**src/rtl/unit_l_sequencer.sv**
```systemverilog
// rtl/unit_l_sequencer.sv - drives unit_L through AND/OR/XOR and returns the three results
module unit_l_sequencer #(
  parameter int WIDTH    = 32,
  parameter bit CHECK_EN = 1'b1
) (
  input  logic             clk,
  input  logic             rst,
  input  logic             in_valid,
  output logic             in_ready,
  input  logic [WIDTH-1:0] a_in,
  input  logic [WIDTH-1:0] b_in,
  output logic [WIDTH-1:0] l_a,
  output logic [WIDTH-1:0] l_b,
  output logic [1:0]       l_S,
  input  logic [WIDTH-1:0] l_out,
  output logic             res_valid,
  input  logic             res_ready,
  output logic [WIDTH-1:0] res_and,
  output logic [WIDTH-1:0] res_or,
  output logic [WIDTH-1:0] res_xor,
  output logic             mismatch
);

  localparam logic [1:0] OP_IDLE = 2'b00;
  localparam logic [1:0] OP_AND  = 2'b01;
  localparam logic [1:0] OP_OR   = 2'b10;
  localparam logic [1:0] OP_XOR  = 2'b11;

  typedef enum logic [2:0] {
    IDLE  = 3'd0,
    S_AND = 3'd1,
    S_OR  = 3'd2,
    S_XOR = 3'd3,
    DONE  = 3'd4
  } state_t;

  state_t state;
  state_t state_next;

  logic             accept;
  logic             release_res;
  logic [WIDTH-1:0] expected;
  logic             in_op;
  logic             check_hit;

  assign accept      = in_valid && in_ready;
  assign release_res = res_valid && res_ready;

  // State register; reset aborts any sequence in flight.
  always_ff @(posedge clk or posedge rst) begin
    if (rst) begin
      state <= IDLE;
    end else begin
      state <= state_next;
    end
  end

  // Next-state logic plus the state-decoded handshake and opcode outputs.
  always_comb begin
    state_next = state;
    in_ready   = 1'b0;
    res_valid  = 1'b0;
    l_S        = OP_IDLE;
    in_op      = 1'b0;
    case (state)
      IDLE: begin
        in_ready = 1'b1;
        if (in_valid) begin
          state_next = S_AND;
        end
      end
      S_AND: begin
        l_S        = OP_AND;
        in_op      = 1'b1;
        state_next = S_OR;
      end
      S_OR: begin
        l_S        = OP_OR;
        in_op      = 1'b1;
        state_next = S_XOR;
      end
      S_XOR: begin
        l_S        = OP_XOR;
        in_op      = 1'b1;
        state_next = DONE;
      end
      DONE: begin
        res_valid = 1'b1;
        if (res_ready) begin
          state_next = IDLE;
        end
      end
      default: begin
        state_next = IDLE;
      end
    endcase
  end

  // Reference result for the operation currently presented to unit_L.
  always_comb begin
    expected = '0;
    case (l_S)
      OP_AND:  expected = l_a & l_b;
      OP_OR:   expected = l_a | l_b;
      OP_XOR:  expected = l_a ^ l_b;
      default: expected = '0;
    endcase
  end

  assign check_hit = CHECK_EN && in_op && (l_out != expected);

  // Operand latches: loaded only on accept so mid-sequence input changes are invisible.
  always_ff @(posedge clk or posedge rst) begin
    if (rst) begin
      l_a <= '0;
      l_b <= '0;
    end else if (accept) begin
      l_a <= a_in;
      l_b <= b_in;
    end
  end

  // Result capture: cleared on accept, one field filled per operation state.
  always_ff @(posedge clk or posedge rst) begin
    if (rst) begin
      res_and <= '0;
      res_or  <= '0;
      res_xor <= '0;
    end else if (accept) begin
      res_and <= '0;
      res_or  <= '0;
      res_xor <= '0;
    end else begin
      case (state)
        S_AND:   res_and <= l_out;
        S_OR:    res_or  <= l_out;
        S_XOR:   res_xor <= l_out;
        default: ;
      endcase
    end
  end

  // Sticky mismatch flag, held through DONE and cleared by the next accept.
  always_ff @(posedge clk or posedge rst) begin
    if (rst) begin
      mismatch <= 1'b0;
    end else if (accept) begin
      mismatch <= 1'b0;
    end else if (check_hit) begin
      mismatch <= 1'b1;
    end
  end

  logic unused_release;
  assign unused_release = release_res;

endmodule

```
**config.mk**
```make
export PLATFORM = sky130hd
export DESIGN_NAME = unit_l_sequencer
export DESIGN_NICKNAME = d
export VERILOG_FILES = /design/src/rtl/unit_l_sequencer.sv
export SDC_FILE = /design/constraint.sdc
export NUM_CORES = 1
export LEC_CHECK = 0
export BUFFER_PORTS_ARGS = -buffer_cell sky130_fd_sc_hd__buf_4
export CAP_MARGIN = 15
export CELL_PAD_IN_SITES_DETAIL_PLACEMENT = 1
export CELL_PAD_IN_SITES_GLOBAL_PLACEMENT = 1
export CORE_AREA = 2 2 161 163
export DETAILED_ROUTE_END_ITERATION = 8
export DIE_AREA = 0 0 163 165
export GPL_ROUTABILITY_DRIVEN = 0
export HOLD_SLACK_MARGIN = 0.02
export PLACE_DENSITY_LB_ADDON = 0.1
export SETUP_SLACK_MARGIN = 0.2
export SLEW_MARGIN = 20
export SYNTH_ARGS = -nofsm -noshare
export SYNTH_HDL_FRONTEND = slang
export SYNTH_SLANG_ARGS = --single-unit
```
**constraint.sdc**
```tcl
create_clock -name clk -period 4.8 [get_ports clk]
set_input_delay 0.24 -clock clk [delete_from_list [all_inputs] [get_ports clk]]
set_output_delay 0.24 -clock clk [all_outputs]
set_load 0.05 [all_outputs]
```
# After elaboration in Yosys (flattened, before gate mapping)
# Index checks and enable logic that the tools add are counted.
[classes]
div_mod_pow = 0
n_eq_ne = 10
reduce_logical = 9
n_mul = 0
n_addsub = 0
muxes = 16
shift = 0
n_bitwise = 3
order_cmp = 0
[op_table]
columns = ["cell", "n"]
rows = [
  ["2-to-1 mux 32 bit", 6],
  ["case mux 32 bit (3 select lines)", 1],
  ["AND 32 bit", 1],
  ["inequality test 32 bit", 1],
  ["OR 32 bit", 1],
  ["bitwise XOR 32 bit", 1],
  ["case mux 3 bit (5 select lines)", 1],
  ["nonzero test 2 bit", 4],
  ["equality test 3 x 2 -> 1 bit (second input constant)", 2],
  ["2-to-1 mux 3 bit", 2],
  ["case mux 2 bit (3 select lines)", 1],
  ["2-to-1 mux 1 bit", 5],
  ["equality test 2 bit (second input constant)", 2],
  ["inequality test 2 bit (second input constant)", 2],
  ["equality test 3 x 1 -> 1 bit (second input constant)", 1],
  ["equality test 3 bit (second input constant)", 1],
  ["logical NOT 3 bit", 1],
  ["OR reduction 3 bit", 1],
  ["equality test 2 x 1 -> 1 bit (second input constant)", 1],
  ["logical AND 1 bit", 2],
  ["AND reduction 2 bit", 1],
]
[totals]
latchBits = 0
wordCells = 45
out_inout_bits = 165
mem_count = 0
reg_bits = 164
input_bits = 100
mem_bits_ro = 0
ram_bits = 0

# Logic depth before layout (Yosys ltp)
# Gate-level depths: netlist (run 1).
[depth]
ltp_word = 8
ltp_mapped = 9
depth_no_buf = 8

# Worst setup path after synthesis (run 1)
# No wires, ideal clock.
[synth_path]
kind = "register to register"
start = "register state[0]"
end = "register res_and[0]"
path_stages_with_launch = 8
arrival_time_ns = 2.630
required_ns = 4.664
n_path_buf = 4
slack_ns = 2.033
setup_ns = 0.136
path_cell_list = "dfrtp_1 buf_2 nor3_1 and2_1 buf_2 clkbuf_1 clkbuf_1 a21oi_1"
[synth_between]
elab_chain_cells = 4
[synth_lines]
columns = ["element", "line_no", "rtl"]
rows = [
  ["start, declared", "37", "state_t state;"],
  ["start signal, assigned", "54", "state <= state_next;"],
  ["logical NOT 3 bit *", "65", "case (state)"],
  ["2-to-1 mux 1 bit *", "65", ""],
  ["net in_ready", "9", "output logic in_ready,"],
  ["logical AND 1 bit *", "46", "assign accept = in_valid && in_ready;"],
  ["2-to-1 mux 32 bit / nonzero test 2 bit (equally long branches)", "--", ""],
  ["end signal, assigned", "135", "S_AND: res_and <= l_out;"],
  ["end, declared", "18", "output logic [WIDTH-1:0] res_and,"],
]
# The timed path passes the listed nets; every way through them passes the cells marked *.
# A chain may end at the register's enable or synchronous reset.

# Worst setup path after layout (run 1)
[layout_path]
start = "register state[1]"
end = "register mismatch"
[layout_between]
elab_chain_cells = 7
[layout_lines]
columns = ["element", "line_no", "rtl"]
rows = [
  ["equality test 3 x 2 -> 1 bit / equality test 3 x 1 -> 1 bit (equally long branches)", "65", ""],
  ["case mux 2 bit (3 select lines)", "65", ""],
  ["equality test 2 bit / equality test 2 x 1 -> 1 bit (equally long branches)", "102", "case (l_S)"],
  ["case mux 32 bit (3 select lines)", "102", ""],
  ["inequality test 32 bit", "110", "assign check_hit = CHECK_EN && in_op && (l_out != expected);"],
  ["logical AND 1 bit", "110", ""],
  ["nonzero test 2 bit (no line)", "--", ""],
  ["end signal, assigned", "146", "mismatch <= 1'b0;"],
  ["end signal, assigned", "148", "mismatch <= 1'b0;"],
  ["end signal, assigned", "150", "mismatch <= 1'b1;"],
  ["end, declared", "21", "output logic mismatch"],
]
# Parallel ways exist; a longest one is shown, timed or not.

==> tab_implementation.tex, run 1 <==
\begin{tabular}{lr}
\hline
Metric & Value \\
\hline
\multicolumn{2}{l}{\textbf{Run status}} \\
Run status & finished, final reports clean \\
\multicolumn{2}{l}{\textbf{STA}} \\
Time the worst path needs with I/O delays and setup & 2.758 ns \\
Number of hold-slack violations in the final timing report & 0 \\
Setup repair after global routing missed its margin & false \\
Period utilization & 0.5745 \\
Achievable Freq & 362.6 MHz \\
Post-route setup TNS & 0 ns \\
Worst Clk Skew & 0.007846 ns \\
Relative slew slack & 0.2831 \\
Final-report setup violation count & 0 \\
Least-Margin Pin Slew & 1.075 ns \\
Final Slew Violations & 0 \\
\multicolumn{2}{l}{\textbf{Die}} \\
CORE AREA & 25040 um\^{}2 \\
Starting utilization of the core area & 0.3368 \\
Die outline height & between 150 and 200 um \\
Row count & 58 \\
Total Die Area & 26900 um\^{}2 \\
DIE WIDTH & between 150 and 200 um \\
IO Pins & around 270 \\
\multicolumn{2}{l}{\textbf{Detailed routing}} \\
Total via count after detailed routing & 7999 \\
Routed length per placed instance & 19.93 um \\
Number of vias per cell after detailed routing & 5.095 \\
First-pass detailed-route iteration total & 5 \\
Iter 0 DRT Violations & 701 \\
DRC violation count after routing & 0 \\
Wire length reported by the detailed router & 31.29 mm \\
ANT nets after route & 0 \\
\multicolumn{2}{l}{\textbf{Power}} \\
Pleak & 5.656 nW \\
Power Dens Cells & approximately 800 nW/um\^{}2 \\
Max IR drop VDD & 0.0003799 V \\
\multicolumn{2}{l}{\textbf{Run}} \\
Max Cap Viol & 0 \\
\multicolumn{2}{l}{\textbf{Final layout}} \\
Share of cells above drive strength 1 & 0.2540 \\
Count of filler cells inserted in the layout & 2954 \\
Footprint of the multi-input gates & approximately 3800 um\^{}2 \\
Inserted Diodes & 0 \\
Area added between synthesis and finish & 39.18\% \\
Net count reported at finish & 1391 \\
Seq. cell area & 4105 um\^{}2 \\
Post-route standard cell area excluding fillers & 11740 um\^{}2 \\
\multicolumn{2}{l}{\textbf{Setup path}} \\
Worst reg2reg startpoint & state[1] \\
FF-to-FF End & mismatch \\
R2R cell count & 7 \\
Capture point of the worst path & mismatch \\
Setup crit end kind & register \\
Kind of launch point of the worst setup path & register \\
Flop2flop setup slack & about 2.0 ns \\
Data required, critical path & 5.10 ns \\
Critical Setup Path Class & register to register \\
Critical path peak fanout & 29 \\
CP startpoint & state[1] \\
CP Data Arrival Time & between 3 and 4 ns \\
\multicolumn{2}{l}{\textbf{Clock network}} \\
TritonCTS clock tree & built \\
Clk buf depth & 2 \\
Level count of the clock H-tree & 4 \\
CTS resizes & 0 \\
Number of sinks handled by clock tree synthesis & 164 \\
Root Driver & sky130\_fd\_sc\_hd\_\_clkbuf\_16 \\
Clock transition time at the flip-flop clock pins of the worst setup and hold paths & 0.07 ns \\
Number of CTS-inserted buffers & 17 \\
Worst-Skew Late Latency & 0.43 ns \\
\multicolumn{2}{l}{\textbf{Logic synthesis}} \\
Most area-hungry cell type in the Yosys netlist & sky130\_fd\_sc\_hd\_\_dfrtp\_1 \\
Count of distinct cell types in the synthesized netlist & 40 \\
Number of enable flip-flop cells after synthesis & 0 \\
Netlist Area Pre-Place & 8433 um\^{}2 \\
Dominant combinational cell family by area after synthesis & simple AND/OR/NAND/NOR gates \\
Syn. warnings & 0 \\
XOR/XNOR Fraction of Synth Area & 0.001039 \\
Top flip-flop cell by instance count after synthesis & sky130\_fd\_sc\_hd\_\_dfrtp\_1 \\
Adder-Cell Fraction of Synth Area & 0.09496 \\
Count leader, synth & sky130\_fd\_sc\_hd\_\_nand2\_1 \\
Flip-flop and latch count after synthesis & 164 \\
Synthesized-area fraction occupied by and/or/nand/nor cells & 0.1631 \\
Proportion of netlist area held by the largest area contributor & 0.4866 \\
Number of standard cells after synthesis & 948 \\
Avg Cell Area, Syn & 8.896 um\^{}2 \\
Multiplexer area fraction after synthesis & 0.03798 \\
Compound-gate portion of the synthesized area & 0.1512 \\
Cell types with the largest area share after synthesis & sky130\_fd\_sc\_hd\_\_dfrtp\_1, sky130\_fd\_sc\_hd\_\_nand2\_1, sky130\_fd\_sc\_hd\_\_ha\_1 \\
Part of the Yosys area used for sequential elements & 0.4866 \\
Mapped Nets & 1112 \\
Fraction of registers with async set or reset after synthesis & 1.000 \\
Most used standard cells in the synthesized netlist & sky130\_fd\_sc\_hd\_\_nand2\_1, sky130\_fd\_sc\_hd\_\_dfrtp\_1, sky130\_fd\_sc\_hd\_\_o21ai\_0 \\
\multicolumn{2}{l}{\textbf{Min path}} \\
Tightest Hold Check Type & primary input to asynchronous set/reset pin \\
\multicolumn{2}{l}{\textbf{Global routing}} \\
Vias in the first global route & 7938 \\
Wire length of the first global-routing pass & 47.00 mm \\
Gr ovfl total & 0 \\
Number of antenna violations at the first check in global routing & 0 \\
Pin count of the biggest net entering global routing & about 170 \\
Total routing usage reported by global routing & 0.2307 \\
\multicolumn{2}{l}{\textbf{Place}} \\
PortBufs & 264 \\
Post-DP HPWL & 22.47 mm \\
Instance area after placement & 10660 um\^{}2 \\
\hline
\end{tabular}
[what timing repair did]
action | CTS | global route
buffers inserted | 0 | 0
hold buffers | 50 | 0
endpoints found under the hold margin | 50 | 0
[registers in the layout, summed over array words and instances (netlist names)]
register,cells
l_a,32
l_b,32
mismatch,1
res_and,32
res_or,32
res_xor,32
state,3
[layer usage]
metal | vias to the layer above | track usage | share of wire
li1 | 3750 | - | -
met1 | 3954 | 0.3178 | 0.45
met2 | 261 | 0.3767 | 0.48
met3 | 34 | 0.03466 | 0.051
met4 | 0 | 0.06838 | 0.017
met5 | - | 0 | 0
[metrics by stage]
stage          cells  power (mW)  hold WS, ns  utilization  worst slack, ns
2_1_floorplan    948       6.205       0.3568            -            2.033
3_5_place_dp    1488       8.119       0.4495       0.4259            2.094
6_report        1570       9.442   0.00001732       0.4688            2.042
5_1_grt         1570       10.04      0.03659       0.4688            1.827
3_3_place_gp    1488       8.035       0.4456       0.4259            2.139
4_1_cts         1570       9.525      0.02113       0.4688            2.071
[report_power, final]
| part | total [mW] | leakage, nW | switching, mW | internal, mW |
|---|---|---|---|---|
| clock | 1.35 | 0.262 | 0.655 | 0.691 |
| sequential | 2.37 | 2.10 | 0.433 | 1.94 |
| combinational | 5.72 | 3.30 | 4.05 | 1.67 |
| total | 9.44 | 5.66 | 5.14 | 4.30 |
[logic make-up (layout without fill, tap and decap cells)]
family                     after synthesis  in the layout
xor gates and xnor gates                 1              1
muxes                                   32             32
adders and majority gates               64             64
AOI/OAI and AO/OA                      220            220
DFF                                    164            164
and+or+nand+nor                        333            333
buffers and inverters                  134            426
[layout by cell type (no fill, tap or decap), types with 15 or more instances in the layout]
cell type                       instances
sky130_fd_sc_hd__buf_4                273
sky130_fd_sc_hd__clkbuf_16             17
sky130_fd_sc_hd__o22ai_1               15
sky130_fd_sc_hd__dfrtp_1              163
sky130_fd_sc_hd__nand2_1              262
sky130_fd_sc_hd__o221ai_1              27
sky130_fd_sc_hd__dlygate4sd3_1         50
sky130_fd_sc_hd__a21oi_1               66
sky130_fd_sc_hd__o21ai_0               98
sky130_fd_sc_hd__mux2i_1               32
sky130_fd_sc_hd__ha_1                  64
sky130_fd_sc_hd__inv_1                 68
sky130_fd_sc_hd__nor3_1                32
[final cells by class]
type / count / share of cell area
clock buffers: 18 / 0.03656
multi-input cells: 650 / 0.3231
well taps: 330 / 0.03518
repair buffers: 325 / 0.2207
inverters: 69 / 0.02239
flip-flops and latches: 164 / 0.3497
clock inverters: 14 / 0.01237
[worst min path at each step]
stage	startpoint	to
after CTS	b_in[3]	l_b[3]
final	rst	res_and[26]
after floorplan	a_in[0]	l_a[0]
after global placement	a_in[21]	l_a[21]
after global routing	b_in[3]	l_b[3]
after detailed placement	a_in[25]	l_a[25]
[worst max-delay path, cell delays in order (launching register included)]
cell                       delay (ns)
sky130_fd_sc_hd__dfrtp_2         0.36
sky130_fd_sc_hd__buf_4           0.37
sky130_fd_sc_hd__or3b_2          0.77
sky130_fd_sc_hd__o221ai_1        0.30
sky130_fd_sc_hd__nand4_1         0.17
sky130_fd_sc_hd__nor4_1          0.33
sky130_fd_sc_hd__o2111a_1        0.25
sky130_fd_sc_hd__a31oi_1         0.07
No activity file was read; power rests on OpenSTA's default activity.
==> run 2, diff against run 1 <==
Clock period 4.8 ns to 2.47 ns, I/O delays scaled along.
==> tab_implementation.tex, run 2 (synthesized netlist as in run 1, its figures left out) <==
\begin{tabular}{lr}
\hline
Metric & Value \\
\hline
\multicolumn{2}{l}{\textbf{Setup path}} \\
Kind of launch point of the worst setup path & register (unchanged) \\
Setup crit end kind & register (unchanged) \\
Data required, critical path & 2.76 ns (was 5.10 ns) \\
Flop2flop setup slack & 0.32 ns (was 2.04 ns) \\
CP Data Arrival Time & 2.45 ns (was 3.06 ns) \\
Critical Setup Path Class & register to register (unchanged) \\
Critical path peak fanout & 3 (was 29) \\
\multicolumn{2}{l}{\textbf{Place}} \\
PortBufs & 264 (unchanged) \\
Post-DP HPWL & 23.02 mm (was 22.47 mm) \\
\multicolumn{2}{l}{\textbf{Global routing}} \\
Vias in the first global route & 8689 (was 7938) \\
Number of antenna violations at the first check in global routing & 0 (unchanged) \\
Wire length of the first global-routing pass & 50.11 mm (was 47.00 mm) \\
Gr ovfl total & 0 (unchanged) \\
Pin count of the biggest net entering global routing & 104 (was 165) \\
Total routing usage reported by global routing & 0.2456 (was 0.2307) \\
\multicolumn{2}{l}{\textbf{Clock network}} \\
TritonCTS clock tree & built (unchanged) \\
Root Driver & sky130\_fd\_sc\_hd\_\_clkbuf\_16 (unchanged) \\
Clk buf depth & 2 (unchanged) \\
Worst-Skew Late Latency & 0.44 ns (was 0.43 ns) \\
Number of sinks handled by clock tree synthesis & 164 (unchanged) \\
Level count of the clock H-tree & 4 (unchanged) \\
Number of CTS-inserted buffers & 17 (unchanged) \\
Clock transition time at the flip-flop clock pins of the worst setup and hold paths & 0.08 ns (was 0.07 ns) \\
\multicolumn{2}{l}{\textbf{STA}} \\
Final-report setup violation count & 0 (unchanged) \\
Time the worst path needs with I/O delays and setup & 2.153 ns (was 2.758 ns) \\
Worst Clk Skew & 0.007943 ns (was 0.007846 ns) \\
Least-Margin Pin Slew & 0.7655 ns (was 1.075 ns) \\
Relative slew slack & 0.4897 (was 0.2831) \\
Final Slew Violations & 0 (unchanged) \\
Worst hold-check slack & 0.3615 ns (was 0.00001732 ns) \\
Setup repair after global routing missed its margin & false (unchanged) \\
Post-route setup TNS & 0 ns (unchanged) \\
Achievable Freq & 464.5 MHz (was 362.6 MHz) \\
Period utilization & 0.8716 (was 0.5745) \\
Number of hold-slack violations in the final timing report & 0 (unchanged) \\
\multicolumn{2}{l}{\textbf{Detailed routing}} \\
Total via count after detailed routing & 8267 (was 7999) \\
DRC violation count after routing & 0 (unchanged) \\
Routed length per placed instance & 20.30 um (was 19.93 um) \\
Number of vias per cell after detailed routing & 5.084 (was 5.095) \\
ANT nets after route & 0 (unchanged) \\
First-pass detailed-route iteration total & 5 (unchanged) \\
Iter 0 DRT Violations & 443 (was 701) \\
Wire length reported by the detailed router & 33.00 mm (was 31.29 mm) \\
\multicolumn{2}{l}{\textbf{Die}} \\
Row count & 58 (unchanged) \\
CORE AREA & 25040 um\^{}2 (unchanged) \\
DIE WIDTH & 163 um (unchanged) \\
IO Pins & 265 (unchanged) \\
Die outline height & 165 um (unchanged) \\
Starting utilization of the core area & 0.3368 (unchanged) \\
Total Die Area & 26900 um\^{}2 (unchanged) \\
\multicolumn{2}{l}{\textbf{Power}} \\
Share of total power in combinational logic & 0.617 (was 0.606) \\
Switching part of the total & 0.5405 (was 0.5441) \\
Internal portion of total power & 8.690 mW (was 4.305 mW) \\
Proportion of power drawn by flip-flops and latches & 0.241 (was 0.251) \\
Pleak & 5.945 nW (was 5.656 nW) \\
Power Dens Cells & 1521 nW/um\^{}2 (was 804.5 nW/um\^{}2) \\
Clock network fraction of design power & 0.142 (was 0.143) \\
Max IR drop VDD & 0.0006503 V (was 0.0003799 V) \\
Net switching component of the power & 10.22 mW (was 5.138 mW) \\
\multicolumn{2}{l}{\textbf{Final layout}} \\
Commonest cells after routing, fill and taps aside & sky130\_fd\_sc\_hd\_\_buf\_4, sky130\_fd\_sc\_hd\_\_nand2\_1, sky130\_fd\_sc\_hd\_\_dfrtp\_1 (unchanged) \\
Net count reported at finish & 1447 (was 1391) \\
Inserted Diodes & 0 (unchanged) \\
Area added between synthesis and finish & 47.46\% (was 39.18\%) \\
Share of cells above drive strength 1 & 0.2593 (was 0.2540) \\
Commonest non-fill, non-tap cell in the layout & sky130\_fd\_sc\_hd\_\_buf\_4 (unchanged) \\
\multicolumn{2}{l}{\textbf{Run status}} \\
Run status & finished, final reports clean (unchanged) \\
\multicolumn{2}{l}{\textbf{Run}} \\
Max Cap Viol & 0 (unchanged) \\
\multicolumn{2}{l}{\textbf{Min path}} \\
Tightest Hold Check Type & primary input to asynchronous set/reset pin (unchanged) \\
\hline
\end{tabular}
-- run 2: stage by stage --
| stage | std cells | setup WS, ns | util | area (um^2) | power, mW |
|---|---|---|---|---|---|
| floorplan | 948 | 0.1892 | - | 8447 | 12.07 |
| global placement | 1493 | 0.2039 | 0.4298 | 10760 | 15.76 |
| detailed placement | 1493 | 0.1523 | 0.4298 | 10760 | 15.95 |
| CTS | 1624 | 0.2135 | 0.4934 | 12350 | 18.82 |
| global route | 1626 | 0.2093 | 0.4967 | 12440 | 20.06 |
| finish | 1626 | 0.3171 | 0.4967 | 12440 | 18.91 |
-- run 2: critical path, stage by stage, from the launching register on --
cell	delay, ns
sky130_fd_sc_hd__dfrtp_1	0.40
sky130_fd_sc_hd__inv_1	0.08
sky130_fd_sc_hd__ha_1	0.30
sky130_fd_sc_hd__mux2i_2	0.23
sky130_fd_sc_hd__nor3_1	0.08
sky130_fd_sc_hd__nor4_1	0.34
sky130_fd_sc_hd__nand3_1	0.14
sky130_fd_sc_hd__nor4_2	0.32
sky130_fd_sc_hd__a31oi_1	0.13
-- run 2: final timing paths --
path                       startpoint           to  depth (start not counted)
max reg2reg                   l_a[17]     mismatch                          8
min reg2reg                res_and[7]   res_and[7]                          2
min in group clk             a_in[20]      l_a[20]                          4
max in group asynchronous         rst       l_b[9]                          4
min                               rst  res_and[22]                          4
max                           l_a[17]     mismatch                          8
-- run 2: layout make-up --
class	instances	area [um^2]
Tap cell	330	412.9
Inverter	69	262.8
Clock inverter	15	166.4
Multi-Input combinational cell	650	3859
Clock buffer	17	425.4
Fill cell	2941	12600
Sequential cell	164	4105
Timing Repair Buffer	381	3204
-- run 2: what timing repair did --
item / in CTS / in global routing
buffers inserted: 0 / 1
pin swaps: 0 / 3
hold buffers: 99 / 0
gates resized for setup: 2 / 12
endpoints found under the setup margin: 1 / 33
hold endpoints to repair: 326 / 0
cloned: 0 / 1
-- run 2: layer usage --
layer | vias up | routed length (um) | global-route usage
met1 | 4130 | 14530 | 0.3218
met5 | - | 0 | 0
met3 | 40 | 1585 | 0.03943
met2 | 233 | 16240 | 0.4191
li1 | 3864 | - | -
met4 | 0 | 639 | 0.07321
-- run 2: power groups by stage --
stage | Combinational, mW | Sequential (mW) | Clock [mW]
floorplan | 4.05 | 8.02 | 0
global placement | 11.2 | 4.56 | 0
detailed placement | 11.3 | 4.61 | 0
CTS | 11.5 | 4.57 | 2.73
global route | 12.5 | 4.71 | 2.83
finish | 11.7 | 4.56 | 2.68
